--- src/rtl/axi_wr_if.sv ---
// AXI4 write-channel bundle (AW, W and B) shared by a write master and its slave.
interface axi_wr_if #(
   parameter int ID_W = 4
);
   logic [ID_W-1:0] awid;
   logic [31:0]     awaddr;
   logic [7:0]      awlen;
   logic [2:0]      awsize;
   logic [1:0]      awburst;
   logic            awvalid;
   logic            awready;
   logic [31:0]     wdata;
   logic [3:0]      wstrb;
   logic            wlast;
   logic            wvalid;
   logic            wready;
   logic [ID_W-1:0] bid;
   logic [1:0]      bresp;
   logic            bvalid;
   logic            bready;

   modport master (
      output awid, awaddr, awlen, awsize, awburst, awvalid,
      output wdata, wstrb, wlast, wvalid, bready,
      input  awready, wready, bid, bresp, bvalid
   );

   modport slave (
      input  awid, awaddr, awlen, awsize, awburst, awvalid,
      input  wdata, wstrb, wlast, wvalid, bready,
      output awready, wready, bid, bresp, bvalid
   );
endinterface

--- src/rtl/axi_wr_slave.sv ---
// Single-outstanding AXI4 write responder: walks FIXED/INCR/WRAP beat addresses,
// writes in-range beats to a word-addressed SRAM port and returns one B response per burst.
module axi_wr_slave #(
   parameter int          ID_W      = 4,
   parameter logic [31:0] BASE_ADDR = 32'h0000_0000,
   parameter int          MEM_WORDS = 1024,
   localparam int         AW        = $clog2(MEM_WORDS)
) (
   input  logic          aclk,
   input  logic          aresetn,
   axi_wr_if.slave       s_axi,
   output logic          mem_we,
   output logic [AW-1:0] mem_addr,
   output logic [31:0]   mem_wdata,
   output logic [3:0]    mem_wstrb
);
   localparam logic [31:0] MEM_BYTES   = 32'(4 * MEM_WORDS);
   localparam logic [1:0]  BURST_FIXED = 2'b00;
   localparam logic [1:0]  BURST_INCR  = 2'b01;
   localparam logic [1:0]  BURST_WRAP  = 2'b10;
   localparam logic [1:0]  RESP_OKAY   = 2'b00;
   localparam logic [1:0]  RESP_SLVERR = 2'b10;
   localparam logic [1:0]  RESP_DECERR = 2'b11;

   typedef enum logic [1:0] {
      ST_IDLE = 2'd0,
      ST_DATA = 2'd1,
      ST_RESP = 2'd2
   } state_t;

   state_t          state_r;
   logic            awready_r;
   logic            wready_r;
   logic            bvalid_r;
   logic [ID_W-1:0] bid_r;
   logic [1:0]      bresp_r;
   logic            mem_we_r;
   logic [AW-1:0]   mem_addr_r;
   logic [31:0]     mem_wdata_r;
   logic [3:0]      mem_wstrb_r;
   logic [ID_W-1:0] id_r;
   logic [31:0]     addr_r;
   logic [7:0]      len_r;
   logic [2:0]      size_r;
   logic [1:0]      burst_r;
   logic [7:0]      beat_cnt_r;
   logic            prot_err_r;
   logic            slv_err_r;
   logic            dec_err_r;

   logic            beat_fire_s;
   logic [32:0]     diff_s;
   logic            in_range_s;
   logic [31:0]     step_s;
   logic [31:0]     wrap_mask_s;
   logic [31:0]     next_addr_s;
   logic            write_ok_s;
   logic            cnt_err_s;
   logic [1:0]      resp_s;
   logic            aw_err_s;

   // Burst descriptors that can never be honoured; such bursts are drained without writes.
   function automatic logic aw_prot_err(input logic [1:0]  burst,
                                        input logic [2:0]  size,
                                        input logic [7:0]  len,
                                        input logic [31:0] addr);
      logic [31:0] align_mask;
      logic        wrap_len_ok;
      align_mask  = (32'd1 << size) - 32'd1;
      wrap_len_ok = (len == 8'd1) || (len == 8'd3) || (len == 8'd7) || (len == 8'd15);
      aw_prot_err = (burst == 2'b11) || (size > 3'd2) ||
                    ((burst == BURST_WRAP) && (!wrap_len_ok || ((addr & align_mask) != 32'd0)));
   endfunction

   // Per-beat decode: range check, next beat address, count errors and the response code.
   always_comb begin
      aw_err_s    = aw_prot_err(s_axi.awburst, s_axi.awsize, s_axi.awlen, s_axi.awaddr);
      beat_fire_s = s_axi.wvalid && wready_r;
      diff_s      = {1'b0, addr_r} - {1'b0, BASE_ADDR};
      in_range_s  = !diff_s[32] && (diff_s[31:0] < MEM_BYTES);
      step_s      = 32'd1 << size_r;
      wrap_mask_s = (({24'd0, len_r} + 32'd1) << size_r) - 32'd1;
      case (burst_r)
         BURST_FIXED: next_addr_s = addr_r;
         BURST_INCR:  next_addr_s = addr_r + step_s;
         BURST_WRAP:  next_addr_s = (addr_r & ~wrap_mask_s) | ((addr_r + step_s) & wrap_mask_s);
         default:     next_addr_s = addr_r;
      endcase
      write_ok_s = in_range_s && !prot_err_r && (beat_cnt_r <= len_r);
      if (s_axi.wlast) begin
         cnt_err_s = (beat_cnt_r != len_r);
      end else begin
         cnt_err_s = (beat_cnt_r > len_r);
      end
      // The closing beat's own errors must reach the response issued on the same edge.
      if (prot_err_r || slv_err_r || cnt_err_s) begin
         resp_s = RESP_SLVERR;
      end else if (dec_err_r || !in_range_s) begin
         resp_s = RESP_DECERR;
      end else begin
         resp_s = RESP_OKAY;
      end
   end

   // Transaction FSM with registered handshake, response and memory-port outputs.
   always_ff @(posedge aclk or negedge aresetn) begin
      if (!aresetn) begin
         state_r     <= ST_IDLE;
         awready_r   <= 1'b0;
         wready_r    <= 1'b0;
         bvalid_r    <= 1'b0;
         bid_r       <= '0;
         bresp_r     <= 2'b00;
         mem_we_r    <= 1'b0;
         mem_addr_r  <= '0;
         mem_wdata_r <= 32'd0;
         mem_wstrb_r <= 4'd0;
         id_r        <= '0;
         addr_r      <= 32'd0;
         len_r       <= 8'd0;
         size_r      <= 3'd0;
         burst_r     <= 2'b00;
         beat_cnt_r  <= 8'd0;
         prot_err_r  <= 1'b0;
         slv_err_r   <= 1'b0;
         dec_err_r   <= 1'b0;
      end else begin
         mem_we_r <= 1'b0;
         case (state_r)
            ST_IDLE: begin
               wready_r <= 1'b0;
               bvalid_r <= 1'b0;
               if (s_axi.awvalid && awready_r) begin
                  id_r       <= s_axi.awid;
                  addr_r     <= s_axi.awaddr;
                  len_r      <= s_axi.awlen;
                  size_r     <= s_axi.awsize;
                  burst_r    <= s_axi.awburst;
                  beat_cnt_r <= 8'd0;
                  prot_err_r <= aw_err_s;
                  slv_err_r  <= aw_err_s;
                  dec_err_r  <= 1'b0;
                  awready_r  <= 1'b0;
                  wready_r   <= 1'b1;
                  state_r    <= ST_DATA;
               end else begin
                  awready_r <= 1'b1;
               end
            end
            ST_DATA: begin
               if (beat_fire_s) begin
                  if (write_ok_s) begin
                     mem_we_r    <= 1'b1;
                     mem_addr_r  <= diff_s[AW+1:2];
                     mem_wdata_r <= s_axi.wdata;
                     mem_wstrb_r <= s_axi.wstrb;
                  end
                  addr_r <= next_addr_s;
                  if (beat_cnt_r != 8'hFF) begin
                     beat_cnt_r <= beat_cnt_r + 8'd1;
                  end
                  if (cnt_err_s) begin
                     slv_err_r <= 1'b1;
                  end
                  if (!in_range_s) begin
                     dec_err_r <= 1'b1;
                  end
                  if (s_axi.wlast) begin
                     wready_r <= 1'b0;
                     bvalid_r <= 1'b1;
                     bid_r    <= id_r;
                     bresp_r  <= resp_s;
                     state_r  <= ST_RESP;
                  end
               end
            end
            ST_RESP: begin
               if (s_axi.bready && bvalid_r) begin
                  bvalid_r <= 1'b0;
                  state_r  <= ST_IDLE;
               end
            end
            default: begin
               state_r <= ST_IDLE;
            end
         endcase
      end
   end

   assign s_axi.awready = awready_r;
   assign s_axi.wready  = wready_r;
   assign s_axi.bvalid  = bvalid_r;
   assign s_axi.bid     = bid_r;
   assign s_axi.bresp   = bresp_r;
   assign mem_we        = mem_we_r;
   assign mem_addr      = mem_addr_r;
   assign mem_wdata     = mem_wdata_r;
   assign mem_wstrb     = mem_wstrb_r;
endmodule
--- src/flat_wrapper.sv ---
// flat-port wrapper written by rule: the top's interface ports become plain ports
module axi_wr_slave_flat 
#(
   parameter int          ID_W      = 4,
   parameter logic [31:0] BASE_ADDR = 32'h0000_0000,
   parameter int          MEM_WORDS = 1024,
   localparam int         AW        = $clog2(MEM_WORDS)
)
  (aclk, aresetn, mem_we, mem_addr, mem_wdata, mem_wstrb, s_axi_awid, s_axi_awaddr, s_axi_awlen, s_axi_awsize, s_axi_awburst, s_axi_awvalid, s_axi_wdata, s_axi_wstrb, s_axi_wlast, s_axi_wvalid, s_axi_bready, s_axi_awready, s_axi_wready, s_axi_bid, s_axi_bresp, s_axi_bvalid);
  axi_wr_if #(.ID_W(ID_W)) s_axi_i ();
  input  logic aclk;
  input  logic aresetn;
  output logic mem_we;
  output logic [AW-1:0] mem_addr;
  output logic [31:0] mem_wdata;
  output logic [3:0] mem_wstrb;
  input wire logic [$bits(s_axi_i.awid)-1:0] s_axi_awid;
  input wire logic [$bits(s_axi_i.awaddr)-1:0] s_axi_awaddr;
  input wire logic [$bits(s_axi_i.awlen)-1:0] s_axi_awlen;
  input wire logic [$bits(s_axi_i.awsize)-1:0] s_axi_awsize;
  input wire logic [$bits(s_axi_i.awburst)-1:0] s_axi_awburst;
  input wire logic [$bits(s_axi_i.awvalid)-1:0] s_axi_awvalid;
  input wire logic [$bits(s_axi_i.wdata)-1:0] s_axi_wdata;
  input wire logic [$bits(s_axi_i.wstrb)-1:0] s_axi_wstrb;
  input wire logic [$bits(s_axi_i.wlast)-1:0] s_axi_wlast;
  input wire logic [$bits(s_axi_i.wvalid)-1:0] s_axi_wvalid;
  input wire logic [$bits(s_axi_i.bready)-1:0] s_axi_bready;
  output wire logic [$bits(s_axi_i.awready)-1:0] s_axi_awready;
  output wire logic [$bits(s_axi_i.wready)-1:0] s_axi_wready;
  output wire logic [$bits(s_axi_i.bid)-1:0] s_axi_bid;
  output wire logic [$bits(s_axi_i.bresp)-1:0] s_axi_bresp;
  output wire logic [$bits(s_axi_i.bvalid)-1:0] s_axi_bvalid;
  assign s_axi_i.awid = s_axi_awid;
  assign s_axi_i.awaddr = s_axi_awaddr;
  assign s_axi_i.awlen = s_axi_awlen;
  assign s_axi_i.awsize = s_axi_awsize;
  assign s_axi_i.awburst = s_axi_awburst;
  assign s_axi_i.awvalid = s_axi_awvalid;
  assign s_axi_i.wdata = s_axi_wdata;
  assign s_axi_i.wstrb = s_axi_wstrb;
  assign s_axi_i.wlast = s_axi_wlast;
  assign s_axi_i.wvalid = s_axi_wvalid;
  assign s_axi_i.bready = s_axi_bready;
  assign s_axi_awready = s_axi_i.awready;
  assign s_axi_wready = s_axi_i.wready;
  assign s_axi_bid = s_axi_i.bid;
  assign s_axi_bresp = s_axi_i.bresp;
  assign s_axi_bvalid = s_axi_i.bvalid;
  axi_wr_slave #(.ID_W(ID_W), .BASE_ADDR(BASE_ADDR), .MEM_WORDS(MEM_WORDS)) u_core (.aclk(aclk), .aresetn(aresetn), .s_axi(s_axi_i), .mem_we(mem_we), .mem_addr(mem_addr), .mem_wdata(mem_wdata), .mem_wstrb(mem_wstrb));
endmodule
--- config.mk ---
export PLATFORM = sky130hd
export DESIGN_NAME = axi_wr_slave_flat
export DESIGN_NICKNAME = d
export VERILOG_FILES = /design/src/rtl/axi_wr_if.sv /design/src/rtl/axi_wr_slave.sv /design/src/flat_wrapper.sv
export SDC_FILE = /design/constraint.sdc
export NUM_CORES = 1
export LEC_CHECK = 0
export CAP_MARGIN = 10
export CORE_MARGIN = 5
export CORE_UTILIZATION = 58
export CTS_BUF_LIST = sky130_fd_sc_hd__clkbuf_8
export CTS_CLUSTER_DIAMETER = 80
export DETAILED_ROUTE_END_ITERATION = 10
export GPL_TIMING_DRIVEN = 0
export PLACE_DENSITY = 0.88
export SYNTH_ARGS = -nofsm -noshare
export SYNTH_HDL_FRONTEND = slang
export SYNTH_SLANG_ARGS = --single-unit
--- constraint.sdc ---
create_clock -name aclk -period 8.4 [get_ports aclk]
set_input_delay 1.68 -clock aclk [delete_from_list [all_inputs] [get_ports aclk]]
set_output_delay 1.68 -clock aclk [all_outputs]
set_load 0.02 [all_outputs]
; Word-level counts from Yosys, hierarchy flattened
; Index checks and enable logic that the tools add are counted.
[word_totals]
reg_bits = 118
latchBits = 0
ram_bits = 0
mem_bits_ro = 0
elab_cells = 124
n_memories = 0
[op_classes]
n_addsub = 5
mul = 0
n_div = 0
magnitude_cmp = 4
n_eq_ne = 20
shifts = 3
mux = 36
bitwise_logic = 5
n_reduce_logical = 32
[ops]
columns = cell, count
row1 = 32-bit case mux with 2 select lines, 2
row2 = 32-bit AND, 3
row3 = 32-bit two-way mux, 2
row4 = "1-bit by 3-bit left shift with 32-bit output, first input constant", 2
row5 = "32-bit by 1-bit subtractor with 32-bit output, second input constant", 2
row6 = 32-bit adder, 1
row7 = "32-bit by 13-bit < comparator with 1-bit output, second input constant", 1
row8 = 32-bit NOT, 1
row9 = 32-bit OR, 1
row10 = 32-bit nonzero test, 1
row11 = 32-bit by 3-bit left shift with 32-bit output, 1
row12 = 8-bit two-way mux, 3
row13 = 4-bit AND reduction, 6
row14 = 1-bit two-way mux, 17
row15 = 8-bit case mux with 2 select lines, 1
row16 = 2-bit two-way mux, 6
row17 = "2-bit by 1-bit != test with 1-bit output, second input constant", 5
row18 = "8-bit by 1-bit adder with 9-bit output, second input constant", 1
row19 = 1-bit logical OR, 9
row20 = 3-bit AND reduction, 3
row21 = "8-bit by 1-bit adder with 8-bit output, second input constant", 1
row22 = "2-bit equality test, second input constant", 4
row23 = "8-bit by 1-bit equality test with 1-bit output, second input constant", 1
row24 = "8-bit by 2-bit equality test with 1-bit output, second input constant", 1
row25 = 19 further kinds, 30

; Depth between registers and ports, before layout
; Gate-level depths: netlist (run 1).
[logic_depth]
depth_word = 10
mapped_depth = 17
ltp_nobuf = 14

; Least setup slack after synthesis (run 1)
; No wires, ideal clock.
[synth_path]
kind = reg-to-reg
startpoint = reg u_core.size_r[0]
endpoint = reg (tool-made name)
arrival_time_ns = 3.589
required_time_ns = 8.278
path_slack_ns = 4.690
stages_incl_launch_ff = 17
path_buffers = 3
period_less_slack_ns = 3.710
path_cell_list = dfrtp_1 -> buf_2 -> buf_1 -> buf_2 -> nor3_1 -> ha_1 -> inv_1 -> fa_1 -> nor2b_1 -> o21ai_0 -> a21oi_1 -> o22ai_1 -> nand2b_1 -> nor2_1 -> nand3_1 -> or4b_1 -> a32o_1
[synth_rtl]
columns = item, line
row1 = start: declaration, axi_wr_slave.sv:44  ; logic [2:0] size_r;
row2 = start signal: assignment, axi_wr_slave.sv:137  ; size_r <= s_axi.awsize;

==> flow_summary_export.csv, run 1 <==
group,metric,value,unit
logic_synthesis,yosysSeqAreaShare,39.8,%
route,dr_wl_met3,2670,microns
clocking,cts-resized-gates,0,
global_route,grt_pass1_wl,37300,microns
hold_path,min_path_type,"reg2reg",
setup_path,cp-start-kind,"flop",
logic_synthesis,synth_ff_type,"dfrtp_1",
clocking,path_clk_slew,80,ps
clocking,cts_tree,"built",
setup_path,critPathCaptureType,"flop",
route,vias_per_cell,6.39,
route,finalWirelength,23600,microns
clocking,holdBufCountCts,0,
route,via_count,7579,
power,p_per_area,337,nW/um^2
cells_and_area,fin_cells,1187,
logic_synthesis,synthArstFlopShare,100,%
flow_run,cap_violations,0,
clocking,clockBufferDepth,2,
logic_synthesis,synth.area.top_cells,"dfrtp_1 40%, mux2_2 8.7%, nand2_1 6.2%",
sta,fin_crit_sh,54.7,%
sta,hold_viol_final,0,
floorplan,start_util,59.0,%
sta,maxSlewHeadroom,24.1,%
sta,finalSetupTns,0,ps
clocking,clock-sinks,118,
global_route,grt_pass1_vias,7523,
clocking,cts_setup_buffers,0,
cells_and_area,final_cell_mix,"145 x clkdlybuf4s50_1, 123 x nand2_1, 118 x dfrtp_1",
cells_and_area,antenna_cells,0,
place,placed_area,9120,sq um
floorplan,die_x,123,microns
clocking,cts-root-buf,"clkbuf_8",
power,leakagePower,0.00405,uW
setup_path,setup.worst_path.class,"reg2reg",
sta,clock_skew,16.7,ps
cells_and_area,final_common_cell,"clkdlybuf4s50_1",
route,route.detailed.wl_per_inst,19.9,microns
logic_synthesis,synth_area,7410,sq um
sta,fmax,0.218,GHz
global_route,grt_util_all_layers,31.6,%
route,drc,0,
setup_path,path_cells,"buf_2 -> buf_1 -> buf_2 -> nor3_1 -> ha_1 -> inv_1 -> fa_1 -> nor2b_1 -> o21ai_0 -> a21oi_1 -> o22ai_1 -> nand2b_1 -> nor2_1 -> nand3_1 -> or4b_1 -> a32o_1",
clocking,numCtsBuffers,17,
logic_synthesis,synth_edf_count,0,
route,postRouteAntennaNets,0,
cells_and_area,fill_cells,865,
sta,grt_setup_unrepaired,"false",
global_route,antenna_found_initial,0,
logic_synthesis,synthDistinctLibCells,74,
setup_path,crit_fanout,10,
clocking,h-tree-depth,4,
logic_synthesis,synth_nets,949,
power,ir_drop,0.213,mV
route,top_layer,"met4",
place,hpwl,17400,microns
route,dr.pass1.iters,9,
sta,finalSetupViolations,0,
cells_and_area,nNetsFinal,1115,
logic_synthesis,yosys_register_bits,118,
floorplan,fp.dieArea,15100,sq um
place,dp.cells,1155,
sta,slew_viol_final,0,
logic_synthesis,synth_cells,836,
setup_path,worstPathRequired,8760,ps
cells_and_area,area_growth,29.2,%
place,portBuffers,146,
logic_synthesis,avgSynthCellArea,8.86,sq um
setup_path,worst_path_most_repeated_cell,"buf_2",
setup_path,path_buf_inv,4,
global_route,overflow,0,
route,route.met2.wl,11000,microns
setup_path,crit_path_top_delay_cell,"or4b_1",
floorplan,core,12600,sq um
setup_path,critPathMaxStageDelay,500,ps
route,drt_iter0_drc,921,
place,place.gp.congestion,0.983,
setup_path,cp_data_arrival_time,4950,ps
sta,period_needed,4600,ps
logic_synthesis,synth_top_area_share,39.8,%
outcome,outcome,"finished clean",
route,drt-met1-wl,9010,microns
setup_path,critPathTopFamily,"simple AND/OR/NAND/NOR gates",
cells_and_area,drive_gt1_share,10.8,%
floorplan,die_h,123,microns
cells_and_area,final_area,9580,sq um
global_route,grt_max_degree,98,
logic_synthesis,yosysTopAreaCell,"dfrtp_1",
floorplan,io_pins,147,
floorplan,row_count,41,
clocking,insertion_delay,470,ps
logic_synthesis,yosysWarnings,0,
sta,tightest_slew,1140,ps
==> tightest hold or removal path, cell delays in order, from the launching register on <==
cell and delay, ps:
dfrtp_1 350, nand2_1 50, nand2_1 60
==> stage by stage <==
stage	util, %	total power, uW	setup slack, ps	hold slack (ps)
floorplan	-	2030	4690	442
global placement	72.3	2480	993	453
detailed placement	72.5	2530	3770	467
CTS	76.2	3160	3950	483
global route	76.2	3410	3570	493
finish	76.2	3230	3800	484
==> cell type report <==
class	count	area, sq um	share of cell area, %
flip-flops and latches	118	2950	30.8
clock inverters	15	225	2.35
repair buffers	147	1490	15.6
multi-input cells	650	4180	43.7
clock buffers	17	234	2.44
plain buffers	45	190	1.99
inverters	23	86.3	0.902
well taps	172	215	2.25
==> synth_stat cells, types with 6 or more instances <==
library cell / instances
o21a_1: 7
nor2_1: 70
ha_1: 21
inv_1: 22
nor2b_1: 6
o211ai_1: 11
o22ai_1: 11
clkbuf_1: 35
a31oi_1: 18
and3_1: 14
dfrtp_1: 118
a21oi_1: 47
nor3_1: 22
o21ai_0: 50
xnor2_1: 13
nand2b_1: 13
o31ai_1: 12
mux2_2: 57
nor4_1: 11
or3_1: 8
nand4_1: 8
nand2_1: 123
nand3_1: 25
xor2_1: 9
==> logic make-up (layout without fill, tap and decap cells) <==
group           Yosys count  in the layout  share of synthesized area, %
xor+xnor                 22             22                          2.60
flops                   118            118                          39.8
simple gates            329            329                          21.1
buf+inv                  68            247                          3.73
compound gates          216            216                          19.5
fa+ha+maj                22             22                          3.82
mux                      61             61                          9.37
==> worst paths after layout <==
kind	startpoint	endpoint	slack [ps]	cells past startpoint
max in group asynchronous	aresetn	u_core.mem_addr[3]	6600	2
min reg2reg	u_core.id_r[1]	u_core.id_r[1]	480	2
min	u_core.id_r[1]	u_core.id_r[1]	480	2
min in group asynchronous	aresetn	u_core.len_r[7]	1060	1
max reg2reg	u_core.size_r[0]	flop	3800	16
max	u_core.size_r[0]	flop	3800	16
==> where the power goes <==
part,internal [uW],switching (uW)
logic,644,1090
registers,710,172
clock network,356,260
total,1710,1520
==> routing by layer <==
layer  track usage (%)  vias up
li1                  -     3407
met4              14.2        0
met3              9.61      101
met5                 0        -
met1              39.1     3575
met2              51.2      496
Note: power is estimated with default switching activity, not from simulation.
==> inputs of run 2 (changes only) <==
--- a/config.mk
+++ b/config.mk
@@ -7,12 +7,12 @@
 export LEC_CHECK = 0
 export CAP_MARGIN = 10
 export CORE_MARGIN = 5
-export CORE_UTILIZATION = 58
+export CORE_UTILIZATION = 54
 export CTS_BUF_LIST = sky130_fd_sc_hd__clkbuf_8
 export CTS_CLUSTER_DIAMETER = 80
 export DETAILED_ROUTE_END_ITERATION = 10
 export GPL_TIMING_DRIVEN = 0
-export PLACE_DENSITY = 0.88
+export PLACE_DENSITY = 0.83
 export SYNTH_ARGS = -nofsm -noshare
 export SYNTH_HDL_FRONTEND = slang
 export SYNTH_SLANG_ARGS = --single-unit
==> constraint.sdc (replaced) <==
create_clock -name aclk -period 4.46 [get_ports aclk]
set_input_delay 0.892 -clock aclk [delete_from_list [all_inputs] [get_ports aclk]]
set_output_delay 0.892 -clock aclk [all_outputs]
set_load 0.02 [all_outputs]
==> flow_summary_export.csv, run 2 (same netlist as run 1, synthesis figures left out) <==
group,metric,value,unit
place,placed_area,9120,sq um
global_route,use_met2,46.6,%
floorplan,fp.dieArea,16200,sq um
global_route,grt_max_degree,70,
global_route,met1_usage,36.7,%
sta,slew_viol_final,0,
cells_and_area,final_cell_mix,"145 x clkdlybuf4s50_1, 123 x nand2_1, 118 x dfrtp_1",
power,switching_power,2840,uW
setup_path,path_cells,"clkbuf_1 -> inv_1 -> clkbuf_1 -> nand2_1 -> nor2_1 -> ha_1 -> nor2b_1 -> o21ai_0 -> a21oi_2 -> o22ai_1 -> nand2b_1 -> nor2_2 -> nand3_1 -> or4b_1 -> a32o_1",
outcome,outcome,"finished clean",
power,clock_power_share,18.1,%
global_route,met3_usage,7.68,%
cells_and_area,drive_gt1_share,11.4,%
setup_path,critPathMaxStageDelay,500,ps
setup_path,path_buf_inv,3,
hold_path,min_path_type,"in2async",
setup_path,cp-start-kind,"flop",
floorplan,io_pins,147,
setup_path,crit_path_top_delay_cell,"or4b_1",
cells_and_area,final_area,9590,sq um
clocking,cts-root-buf,"clkbuf_8",
route,drc,0,
sta,period_needed,4160,ps
global_route,grt_pass1_vias,7306,
route,postRouteAntennaNets,0,
sta,finalSetupTns,0,ps
sta,clock_skew,16.4,ps
power,sw_frac_of_total,47.2,%
floorplan,die_x,127,microns
sta,fin_crit_sh,93.3,%
power,p_int,3170,uW
setup_path,worst_path_most_repeated_cell,"clkbuf_1",
sta,grt_setup_unrepaired,"false",
power,pwr-share-seq,27.5,%
setup_path,timing.reg2reg.setup_slack,300,ps
power,leakagePower,0.00405,uW
clocking,path_clk_slew,70,ps
setup_path,crit_fanout,10,
floorplan,core,13300,sq um
setup_path,critPathTopFamily,"simple AND/OR/NAND/NOR gates",
cells_and_area,nNetsFinal,1116,
global_route,grt_util_all_layers,29.1,%
floorplan,die_h,127,microns
place,portBuffers,146,
place,hpwl,16900,microns
sta,tightest_slew,1150,ps
clocking,cts_tree,"built",
sta,hold_viol_final,0,
cells_and_area,area_growth,29.4,%
route,via_count,7495,
cells_and_area,final_core_util,71.8,%
route,vias_per_cell,6.29,
power,p_per_area,627,nW/um^2
global_route,antenna_found_initial,0,
cells_and_area,final_common_cell,"clkdlybuf4s50_1",
cells_and_area,fill_cells,1024,
global_route,grt_pass1_wl,37400,microns
power,ir_drop,0.470,mV
sta,fmax,0.240,GHz
setup_path,setup.worst_path.class,"reg2reg",
floorplan,start_util,55.5,%
clocking,h-tree-depth,4,
sta,maxSlewHeadroom,23.4,%
route,dr.pass1.iters,7,
clocking,clockBufferDepth,2,
flow_run,cap_violations,0,
route,finalWirelength,23300,microns
global_route,top_usage_layer,"met2",
setup_path,cp_data_arrival_time,4510,ps
setup_path,worstPathRequired,4800,ps
floorplan,row_count,42,
route,route.detailed.wl_per_inst,19.6,microns
place,place.gp.congestion,0.977,
clocking,numCtsBuffers,17,
cells_and_area,antenna_cells,0,
clocking,insertion_delay,470,ps
clocking,clock-sinks,118,
route,drt_iter0_drc,798,
setup_path,critPathCaptureType,"flop",
global_route,overflow,0,
sta,finalSetupViolations,0,
power,p_comb_share,54.4,%
[run 2: cell types whose count changed in the layout (fill, tap and decap cells not counted), sizes merged]
| cell | before | now |
|---|---|---|
| clkbuf | 52 | 56 |
| inv | 26 | 24 |
| buf | 12 | 13 |
| clkinvlp | 1 | 3 |
| clkinv | 6 | 4 |
| bufinv | 5 | 3 |
[run 2: path summary, 6_finish.rpt]
kind	start	to	cells after the start
max	u_core.size_r[2]	flop	15
min	aresetn	u_core.id_r[0]	1
max reg2reg	u_core.size_r[2]	flop	15
min reg2reg	u_core.id_r[0]	u_core.id_r[0]	2
max in group asynchronous	aresetn	u_core.mem_addr[2]	2
min in group aclk	u_core.id_r[0]	u_core.id_r[0]	2
[run 2: per-stage QoR]
step                instances  power, uW  hold slack (ps)  setup slack [ps]
CTS                      1191       5890              376              87.4
floorplan                 836       3830              442               750
finish                   1192       6010              372               297
detailed placement       1159       4760              459               103
global placement         1158       4690              454             -2220
global route             1192       6390              398              4.16
[run 2: layout make-up]
type	instances	area [sq um]	share of cell area, %
multi-input combinational	650	4200	43.8
sequential	118	2950	30.8
clock buffer	21	289	3.01
tap	176	220	2.30
timing repair buffer	149	1510	15.7
inverter	23	86.3	0.900
clock inverter	11	148	1.54
buffer	44	186	1.94
[run 2: per-layer routing]
layer	wire [microns]	up-vias
li1	-	3411
met1	9130	3547
met2	10800	443
met3	2530	94
met4	909	0
met5	0	-
[run 2: worst reg2reg max path, stage by stage (launching register included)]
cell      delay [ps]
dfrtp_1          360
clkbuf_1         370
inv_1            180
clkbuf_1         270
nand2_1          240
nor2_1            70
ha_1             360
nor2b_1          190
o21ai_0          150
a21oi_2          290
o22ai_1          130
nand2b_1         290
nor2_2           220
nand3_1          170
or4b_1           500
a32o_1           270
[run 2: timing repair]
action                                  CTS  global route
endpoints found under the setup margin    1            11
buffers inserted                          0             2
gates resized for setup                   1             4
pin swaps                                 0             1
hold buffers                              0             0
[run 2: power by group through the flow]
stage	combinational [uW]	sequential [uW]	clock [uW]
5_1_grt	3570	1690	1140
2_1_floorplan	2230	1600	0
6_report	3270	1650	1090
4_1_cts	3160	1630	1090
3_3_place_gp	3050	1640	0
3_5_place_dp	3120	1640	0
